## src/rtl/gshare_pkg.sv

```systemverilog
// Shared definitions for the gshare predictor, its resolve queue and the bench.
package gshare_pkg;

  localparam int ADDR_W = 11;
  localparam int GHR_W  = 4;

  // One in-flight prediction: the PHT index it used, the predicted direction,
  // and the history snapshot needed to rebuild the GHR on a mispredict.
  typedef struct packed {
    logic [GHR_W-1:0] index;
    logic             taken;
    logic [GHR_W-1:0] ghr;
  } entry_t;

  function automatic logic [GHR_W-1:0] gshare_index(input logic [ADDR_W-1:0] addr,
                                                    input logic [GHR_W-1:0]  ghr);
    return addr[GHR_W-1:0] ^ ghr;
  endfunction

endpackage

```

## src/rtl/gshare_resolve_queue_if.sv

```systemverilog
// Handshake bundle between the gshare predictor and its resolve queue.
// master = predictor/branch-unit side, slave = the resolve queue.
interface gshare_resolve_queue_if #(
  parameter int ADDR_W = gshare_pkg::ADDR_W,
  parameter int GHR_W  = gshare_pkg::GHR_W
);

  logic              pred_valid;
  logic [ADDR_W-1:0] pred_addr;
  logic              pred_taken;
  logic [GHR_W-1:0]  pred_ghr;
  logic              pred_ready;

  logic              res_valid;
  logic              res_taken;
  logic              res_ready;

  logic              upd_valid;
  logic [GHR_W-1:0]  upd_index;
  logic              upd_taken;
  logic              flush;
  logic [GHR_W-1:0]  restore_ghr;

  modport master (
    output pred_valid, pred_addr, pred_taken, pred_ghr, res_valid, res_taken,
    input  pred_ready, res_ready, upd_valid, upd_index, upd_taken, flush, restore_ghr
  );

  modport slave (
    input  pred_valid, pred_addr, pred_taken, pred_ghr, res_valid, res_taken,
    output pred_ready, res_ready, upd_valid, upd_index, upd_taken, flush, restore_ghr
  );

endinterface

```

## src/rtl/gshare_fifo.sv

```systemverilog
// Small synchronous FIFO; clear has priority over push/pop.
module gshare_fifo #(
  parameter  int WIDTH = 9,
  parameter  int DEPTH = 4,
  localparam int PTR_W = $clog2(DEPTH),
  localparam int CNT_W = $clog2(DEPTH + 1)
) (
  input  logic             clk,
  input  logic             reset,
  input  logic             push,
  input  logic             pop,
  input  logic             clear,
  input  logic [WIDTH-1:0] wr_data,
  output logic [WIDTH-1:0] rd_data,
  output logic             full,
  output logic             empty,
  output logic [CNT_W-1:0] count
);

  logic [WIDTH-1:0] mem [DEPTH];
  logic [PTR_W-1:0] wr_ptr;
  logic [PTR_W-1:0] rd_ptr;
  logic             do_push;
  logic             do_pop;

  assign full    = (count == CNT_W'(DEPTH));
  assign empty   = (count == '0);
  assign do_push = push && !full;
  assign do_pop  = pop && !empty;
  assign rd_data = mem[rd_ptr];

  // Storage array; no reset needed since count gates every read.
  always_ff @(posedge clk) begin
    if (do_push) mem[wr_ptr] <= wr_data;
  end

  // Pointers wrap naturally because DEPTH is a power of two.
  always_ff @(posedge clk or negedge reset) begin
    if (!reset) begin
      wr_ptr <= '0;
      rd_ptr <= '0;
      count  <= '0;
    end else if (clear) begin
      wr_ptr <= '0;
      rd_ptr <= '0;
      count  <= '0;
    end else begin
      if (do_push) wr_ptr <= wr_ptr + PTR_W'(1);
      if (do_pop)  rd_ptr <= rd_ptr + PTR_W'(1);
      count <= count + CNT_W'(do_push) - CNT_W'(do_pop);
    end
  end

endmodule

```

## src/rtl/gshare_resolve_queue.sv

```systemverilog
// Holds issued gshare predictions until they resolve in order; emits PHT
// training, flush/GHR repair on mispredict, and branch statistics.
module gshare_resolve_queue #(
  parameter  int ADDR_W = gshare_pkg::ADDR_W,
  parameter  int GHR_W  = gshare_pkg::GHR_W,
  parameter  int DEPTH  = 4,
  parameter  int CNT_W  = 16,
  localparam int OCC_W  = $clog2(DEPTH + 1)
) (
  input  logic                clk,
  input  logic                reset,
  gshare_resolve_queue_if.slave bus,
  output logic [OCC_W-1:0]    occupancy,
  output logic [CNT_W-1:0]    branch_count,
  output logic [CNT_W-1:0]    mispredict_count
);

  localparam int ENTRY_W = 2 * GHR_W + 1;

  logic [ENTRY_W-1:0] wr_entry;
  logic [ENTRY_W-1:0] head;
  logic [GHR_W-1:0]   head_index;
  logic               head_taken;
  logic [GHR_W-1:0]   head_ghr;
  logic               full;
  logic               empty;
  logic               push_ok;
  logic               pop_ok;
  logic               mispredict;

  logic               upd_valid_q;
  logic [GHR_W-1:0]   upd_index_q;
  logic               upd_taken_q;
  logic               flush_q;
  logic [GHR_W-1:0]   restore_ghr_q;

  // Only the low address bits feed the index; the MSB of the snapshot is
  // shifted out when the history is rebuilt.
  logic unused_bits;
  assign unused_bits = ^{bus.pred_addr[ADDR_W-1:GHR_W], head_ghr[GHR_W-1]};

  // Entry layout matches gshare_pkg::entry_t: {index, taken, ghr}.
  assign wr_entry   = {bus.pred_addr[GHR_W-1:0] ^ bus.pred_ghr, bus.pred_taken, bus.pred_ghr};
  assign head_index = head[ENTRY_W-1 -: GHR_W];
  assign head_taken = head[GHR_W];
  assign head_ghr   = head[GHR_W-1:0];

  assign push_ok    = bus.pred_valid && !full;
  assign pop_ok     = bus.res_valid && !empty;
  assign mispredict = pop_ok && (head_taken != bus.res_taken);

  // A mispredict clears the queue and wins over any same-cycle push.
  gshare_fifo #(
    .WIDTH (ENTRY_W),
    .DEPTH (DEPTH)
  ) u_fifo (
    .clk     (clk),
    .reset   (reset),
    .push    (push_ok && !mispredict),
    .pop     (pop_ok),
    .clear   (mispredict),
    .wr_data (wr_entry),
    .rd_data (head),
    .full    (full),
    .empty   (empty),
    .count   (occupancy)
  );

  assign bus.pred_ready  = !full;
  assign bus.res_ready   = !empty;
  assign bus.upd_valid   = upd_valid_q;
  assign bus.upd_index   = upd_index_q;
  assign bus.upd_taken   = upd_taken_q;
  assign bus.flush       = flush_q;
  assign bus.restore_ghr = restore_ghr_q;

  // Register the training update and GHR repair one cycle after the pop.
  always_ff @(posedge clk or negedge reset) begin
    if (!reset) begin
      upd_valid_q   <= 1'b0;
      upd_index_q   <= '0;
      upd_taken_q   <= 1'b0;
      flush_q       <= 1'b0;
      restore_ghr_q <= '0;
    end else begin
      upd_valid_q <= pop_ok;
      flush_q     <= mispredict;
      if (pop_ok) begin
        upd_index_q <= head_index;
        upd_taken_q <= bus.res_taken;
      end
      if (mispredict) restore_ghr_q <= {head_ghr[GHR_W-2:0], bus.res_taken};
    end
  end

  // Saturating branch / mispredict statistics.
  always_ff @(posedge clk or negedge reset) begin
    if (!reset) begin
      branch_count     <= '0;
      mispredict_count <= '0;
    end else begin
      if (pop_ok && (branch_count != {CNT_W{1'b1}}))
        branch_count <= branch_count + CNT_W'(1);
      if (mispredict && (mispredict_count != {CNT_W{1'b1}}))
        mispredict_count <= mispredict_count + CNT_W'(1);
    end
  end

endmodule

```

## src/flat_wrapper.sv

```systemverilog
// flat-port wrapper written by rule: the top's interface ports become plain ports
module gshare_resolve_queue_flat 
#(
  parameter  int ADDR_W = gshare_pkg::ADDR_W,
  parameter  int GHR_W  = gshare_pkg::GHR_W,
  parameter  int DEPTH  = 4,
  parameter  int CNT_W  = 16,
  localparam int OCC_W  = $clog2(DEPTH + 1)
)
  (clk, reset, occupancy, branch_count, mispredict_count, bus_pred_valid, bus_pred_addr, bus_pred_taken, bus_pred_ghr, bus_res_valid, bus_res_taken, bus_pred_ready, bus_res_ready, bus_upd_valid, bus_upd_index, bus_upd_taken, bus_flush, bus_restore_ghr);
  gshare_resolve_queue_if #(.ADDR_W(ADDR_W), .GHR_W(GHR_W)) bus_i ();
  input  logic clk;
  input  logic reset;
  output logic [OCC_W-1:0] occupancy;
  output logic [CNT_W-1:0] branch_count;
  output logic [CNT_W-1:0] mispredict_count;
  input wire logic [$bits(bus_i.pred_valid)-1:0] bus_pred_valid;
  input wire logic [$bits(bus_i.pred_addr)-1:0] bus_pred_addr;
  input wire logic [$bits(bus_i.pred_taken)-1:0] bus_pred_taken;
  input wire logic [$bits(bus_i.pred_ghr)-1:0] bus_pred_ghr;
  input wire logic [$bits(bus_i.res_valid)-1:0] bus_res_valid;
  input wire logic [$bits(bus_i.res_taken)-1:0] bus_res_taken;
  output wire logic [$bits(bus_i.pred_ready)-1:0] bus_pred_ready;
  output wire logic [$bits(bus_i.res_ready)-1:0] bus_res_ready;
  output wire logic [$bits(bus_i.upd_valid)-1:0] bus_upd_valid;
  output wire logic [$bits(bus_i.upd_index)-1:0] bus_upd_index;
  output wire logic [$bits(bus_i.upd_taken)-1:0] bus_upd_taken;
  output wire logic [$bits(bus_i.flush)-1:0] bus_flush;
  output wire logic [$bits(bus_i.restore_ghr)-1:0] bus_restore_ghr;
  assign bus_i.pred_valid = bus_pred_valid;
  assign bus_i.pred_addr = bus_pred_addr;
  assign bus_i.pred_taken = bus_pred_taken;
  assign bus_i.pred_ghr = bus_pred_ghr;
  assign bus_i.res_valid = bus_res_valid;
  assign bus_i.res_taken = bus_res_taken;
  assign bus_pred_ready = bus_i.pred_ready;
  assign bus_res_ready = bus_i.res_ready;
  assign bus_upd_valid = bus_i.upd_valid;
  assign bus_upd_index = bus_i.upd_index;
  assign bus_upd_taken = bus_i.upd_taken;
  assign bus_flush = bus_i.flush;
  assign bus_restore_ghr = bus_i.restore_ghr;
  gshare_resolve_queue #(.ADDR_W(ADDR_W), .GHR_W(GHR_W), .DEPTH(DEPTH), .CNT_W(CNT_W)) u_core (.clk(clk), .reset(reset), .bus(bus_i), .occupancy(occupancy), .branch_count(branch_count), .mispredict_count(mispredict_count));
endmodule
```

## config.mk

```make
export PLATFORM = sky130hd
export DESIGN_NAME = gshare_resolve_queue_flat
export DESIGN_NICKNAME = d
export VERILOG_FILES = /design/src/rtl/gshare_pkg.sv /design/src/rtl/gshare_resolve_queue_if.sv /design/src/rtl/gshare_fifo.sv /design/src/rtl/gshare_resolve_queue.sv /design/src/flat_wrapper.sv
export SDC_FILE = /design/constraint.sdc
export NUM_CORES = 1
export LEC_CHECK = 0
export BUFFER_PORTS_ARGS = -buffer_cell sky130_fd_sc_hd__buf_2
export CAP_MARGIN = 25
export CORE_UTILIZATION = 55
export DETAILED_ROUTE_END_ITERATION = 6
export PLACE_DENSITY = 0.87
export SYNTH_ARGS = -nofsm -noshare
export SYNTH_HDL_FRONTEND = slang
export SYNTH_SLANG_ARGS = --single-unit
```

## constraint.sdc

```tcl
create_clock -name clk -period 3.9 [get_ports clk]
set_clock_uncertainty 0.1 [all_clocks]
set_input_delay 0.78 -clock clk [delete_from_list [all_inputs] [get_ports clk]]
set_output_delay 0.78 -clock clk [all_outputs]
set_load 0.02 [all_outputs]
```

==> flow_summary.toml <==
[power]
leakage_nw = 1.91
power.density_mw_per_mm2 = 660
vdd_drop_max_mv = 0.404

[floorplan]
die_height_microns = 83.4
die_w_microns = 83.4
io_pins = 69
rows = 29
dieArea_sq_mm = 0.00696
initial_core_util = 0.571
core_area_sq_mm = 0.00639

[timing]
clock.fmax_ghz = 0.302
rsz0062_at_grt = "no"
fin_tns_setup_ns = 0
fin_crit_sh = 0.850
hold_violations = 0
finalMaxSlewViolations = 0
fin_crit_ns = 3.31
tightest_slew_ns = 0.571
slew_headroom = 0.614
setup_viol = 0

[synthesis]
synth_warnings = 0
ys_ff_latch = 82
avgSynthCellArea_sq_um = 13.3
synth_top_area_cell = "dfrtp_1"
synth_area_sq_mm = 0.00365
ys_types = 40
ys_seq_area_frac = 0.606
synth_area_leaders = "dfrtp_1 34%, edfxtp_1 26%, xnor2_1 4.6%"
yosys.area.top_type_share = 0.343
synth_cells = 274
syn_nets = 304

[route]
route.detailed.drc = 0
vias = 2311
wl_microns = 6230
wl_per_cell_microns = 14.7
detail_route.vias_per_cell = 5.44
drt_first_pass_iters = 4
drtIter0Drc = 143
ant_nets = 0

[finish]
final_common_cell = "buf_2"
drive_gt1_frac = 0.267
nFillCells = 467
instances_no_fill = 425
final_cell_mix = "61 x buf_2, 50 x dfrtp_1, 40 x nand2_1"
n_antenna_cell = 0
areaGrowthSynthToFinish_pct = 16.0
final_nets = 373

[cts]
h-tree-depth = 3
cts_setup_buffers = 0
cts_resized = 0
cts-root-buf = "clkbuf_8"
ctsHoldBuffers = 0
max-clock-path-buffers = 2
path_clk_slew_ns = 0.08
cts.sinks = 82
cts_made_buffers = 9
cts_tree = "built"
insertion_delay_ns = 0.35

[critical_path]
cp_cell_sequence = "mux2i_2, mux2i_1, nor3_4, nor2_1, inv_1, ha_1, inv_1, ha_1, inv_1, fa_1, xor2_1, xnor2_1, nor2_1"
worstSetupPathType = "flop to flop"
critPathRequiredTime_ns = 4.04
crit_top_cell = "inv_1"
cp_slowest_stage_delay_ns = 0.64
crit_buf_inv = 3
slowest_stage = "dfrtp_1"
cpLargestDelayFamily = "multiplexers"
path_max_fanout = 10
arrival_ns = 3.45
critPathLaunchType = "flop"
end_kind = "flop"

[global_route]
grt_pass1_wl_microns = 10300
grt_max_degree = 36
grt_overflow_total = 0
grt_pass1_vias = 2216
grt_antenna_before_repair = 0
global_route.usage.total = 0.191

[placement]
gp_congestion = 0.771
place_hpwl_microns = 4400
io_buffers = 61
place_inst = 409

[flow_run]
maxCapViolCount = 0

[min_path]
hp-class = "input pin to async pin"

[status]
status = "completed"
==> stage by stage <==
step / total power [mW] / utilization / cell area (sq um) / hold WS (ns) / worst slack, ns
3_5_place_dp: 2.25 / 0.634 / 4050 / 0.375 / 0.567
6_report: 2.80 / 0.663 / 4230 / 0.239 / 0.585
3_3_place_gp: 2.20 / 0.631 / 4030 / 0.371 / 0.662
5_1_grt: 2.95 / 0.663 / 4230 / 0.259 / 0.385
4_1_cts: 2.82 / 0.663 / 4230 / 0.242 / 0.588
2_1_floorplan: 1.95 / - / 3650 / 0.384 / 0.704
==> synth_stat cells (all sizes together) <==
cell,n
inv,6
dfrtp,50
xor2,18
and4bb,4
o41ai,1
nor3,3
o2111ai,1
a31oi,2
o31ai,1
nand4,12
o21a,1
nand3,10
edfxtp,32
mux2i,4
o21ai,3
nand2b,2
and4b,1
nor2b,3
and3b,1
and4,4
ha,8
nor2,14
xnor2,19
fa,1
clkbuf,3
buf,4
or3,1
and2,6
a41oi,2
a21oi,2
and3,3
mux4,7
mux2,5
nand2,40
==> flip-flops by register name (all words and copies together), names as in the netlist <==
name / flops
u_core.u_fifo.mem: 32
u_core.bus.upd_taken: 1
u_core.u_fifo.rd_ptr: 2
u_core.bus.restore_ghr: 4
u_core.branch_count: 16
u_core.bus.upd_valid: 1
u_core.mispredict_count: 16
u_core.u_fifo.wr_ptr: 2
u_core.bus.upd_index: 4
u_core.u_fifo.count: 3
u_core.bus.flush: 1
==> layout make-up <==
| cell class | instances | area (sq um) | area share |
|---|---|---|---|
| Multi-Input combinational cell | 179 | 1370 | 0.324 |
| Inverter | 6 | 22.5 | 0.00532 |
| Timing Repair Buffer | 65 | 348 | 0.0822 |
| Tap cell | 77 | 96.3 | 0.0228 |
| Clock buffer | 9 | 124 | 0.0293 |
| Sequential cell | 82 | 2210 | 0.523 |
| Clock inverter | 7 | 60.1 | 0.0142 |
==> worst reg2reg max path, cell delays in order, from the launching register on <==
cell	delay, ns
dfrtp_1	0.64
mux2i_2	0.32
mux2i_1	0.45
nor3_4	0.08
nor2_1	0.27
inv_1	0.08
ha_1	0.27
inv_1	0.06
ha_1	0.13
inv_1	0.05
fa_1	0.37
xor2_1	0.18
xnor2_1	0.15
nor2_1	0.05
==> logic make-up (layout without fill, tap and decap cells) <==
| logic type | Yosys count | in the layout | synth area share |
|---|---|---|---|
| adders and majority gates | 9 | 9 | 0.0329 |
| and+or+nand+nor | 104 | 104 | 0.157 |
| xor gates and xnor gates | 37 | 37 | 0.0888 |
| AOI/OAI and AO/OA | 13 | 13 | 0.0240 |
| muxes | 16 | 16 | 0.0727 |
| DFF | 82 | 82 | 0.606 |
| buffers and inverters | 13 | 87 | 0.0182 |
==> worst paths after layout <==
path                                    startpoint                         end  slack (ns)  depth (start not counted)
setup / recovery           u_core.u_fifo.rd_ptr[1]      u_core.u_fifo.count[2]        0.59                         13
hold / removal                               reset      u_core.branch_count[6]        0.24                          1
setup reg to reg           u_core.u_fifo.rd_ptr[1]      u_core.u_fifo.count[2]        0.59                         13
hold reg to reg            u_core.bus.upd_index[1]     u_core.bus.upd_index[1]        0.39                          2
max in group asynchronous                    reset  u_core.mispredict_count[3]        2.95                          2
min in group clk           u_core.bus.upd_index[1]     u_core.bus.upd_index[1]        0.39                          2
==> where the power goes <==
part,switching [mW],internal (mW)
registers,0.167,1.11
clock network,0.291,0.287
logic,0.552,0.389
total,1.01,1.79
==> per-layer routing <==
| metal | global-route usage | up-vias | part of all wire |
|---|---|---|---|
| met5 | 0 | - | 0 |
| met4 | 0.0924 | 0 | 0.018 |
| met3 | 0.0348 | 11 | 0.040 |
| met2 | 0.301 | 66 | 0.49 |
| met1 | 0.257 | 1122 | 0.45 |
| li1 | - | 1112 | - |
No activity file was read; power rests on OpenSTA's default activity.
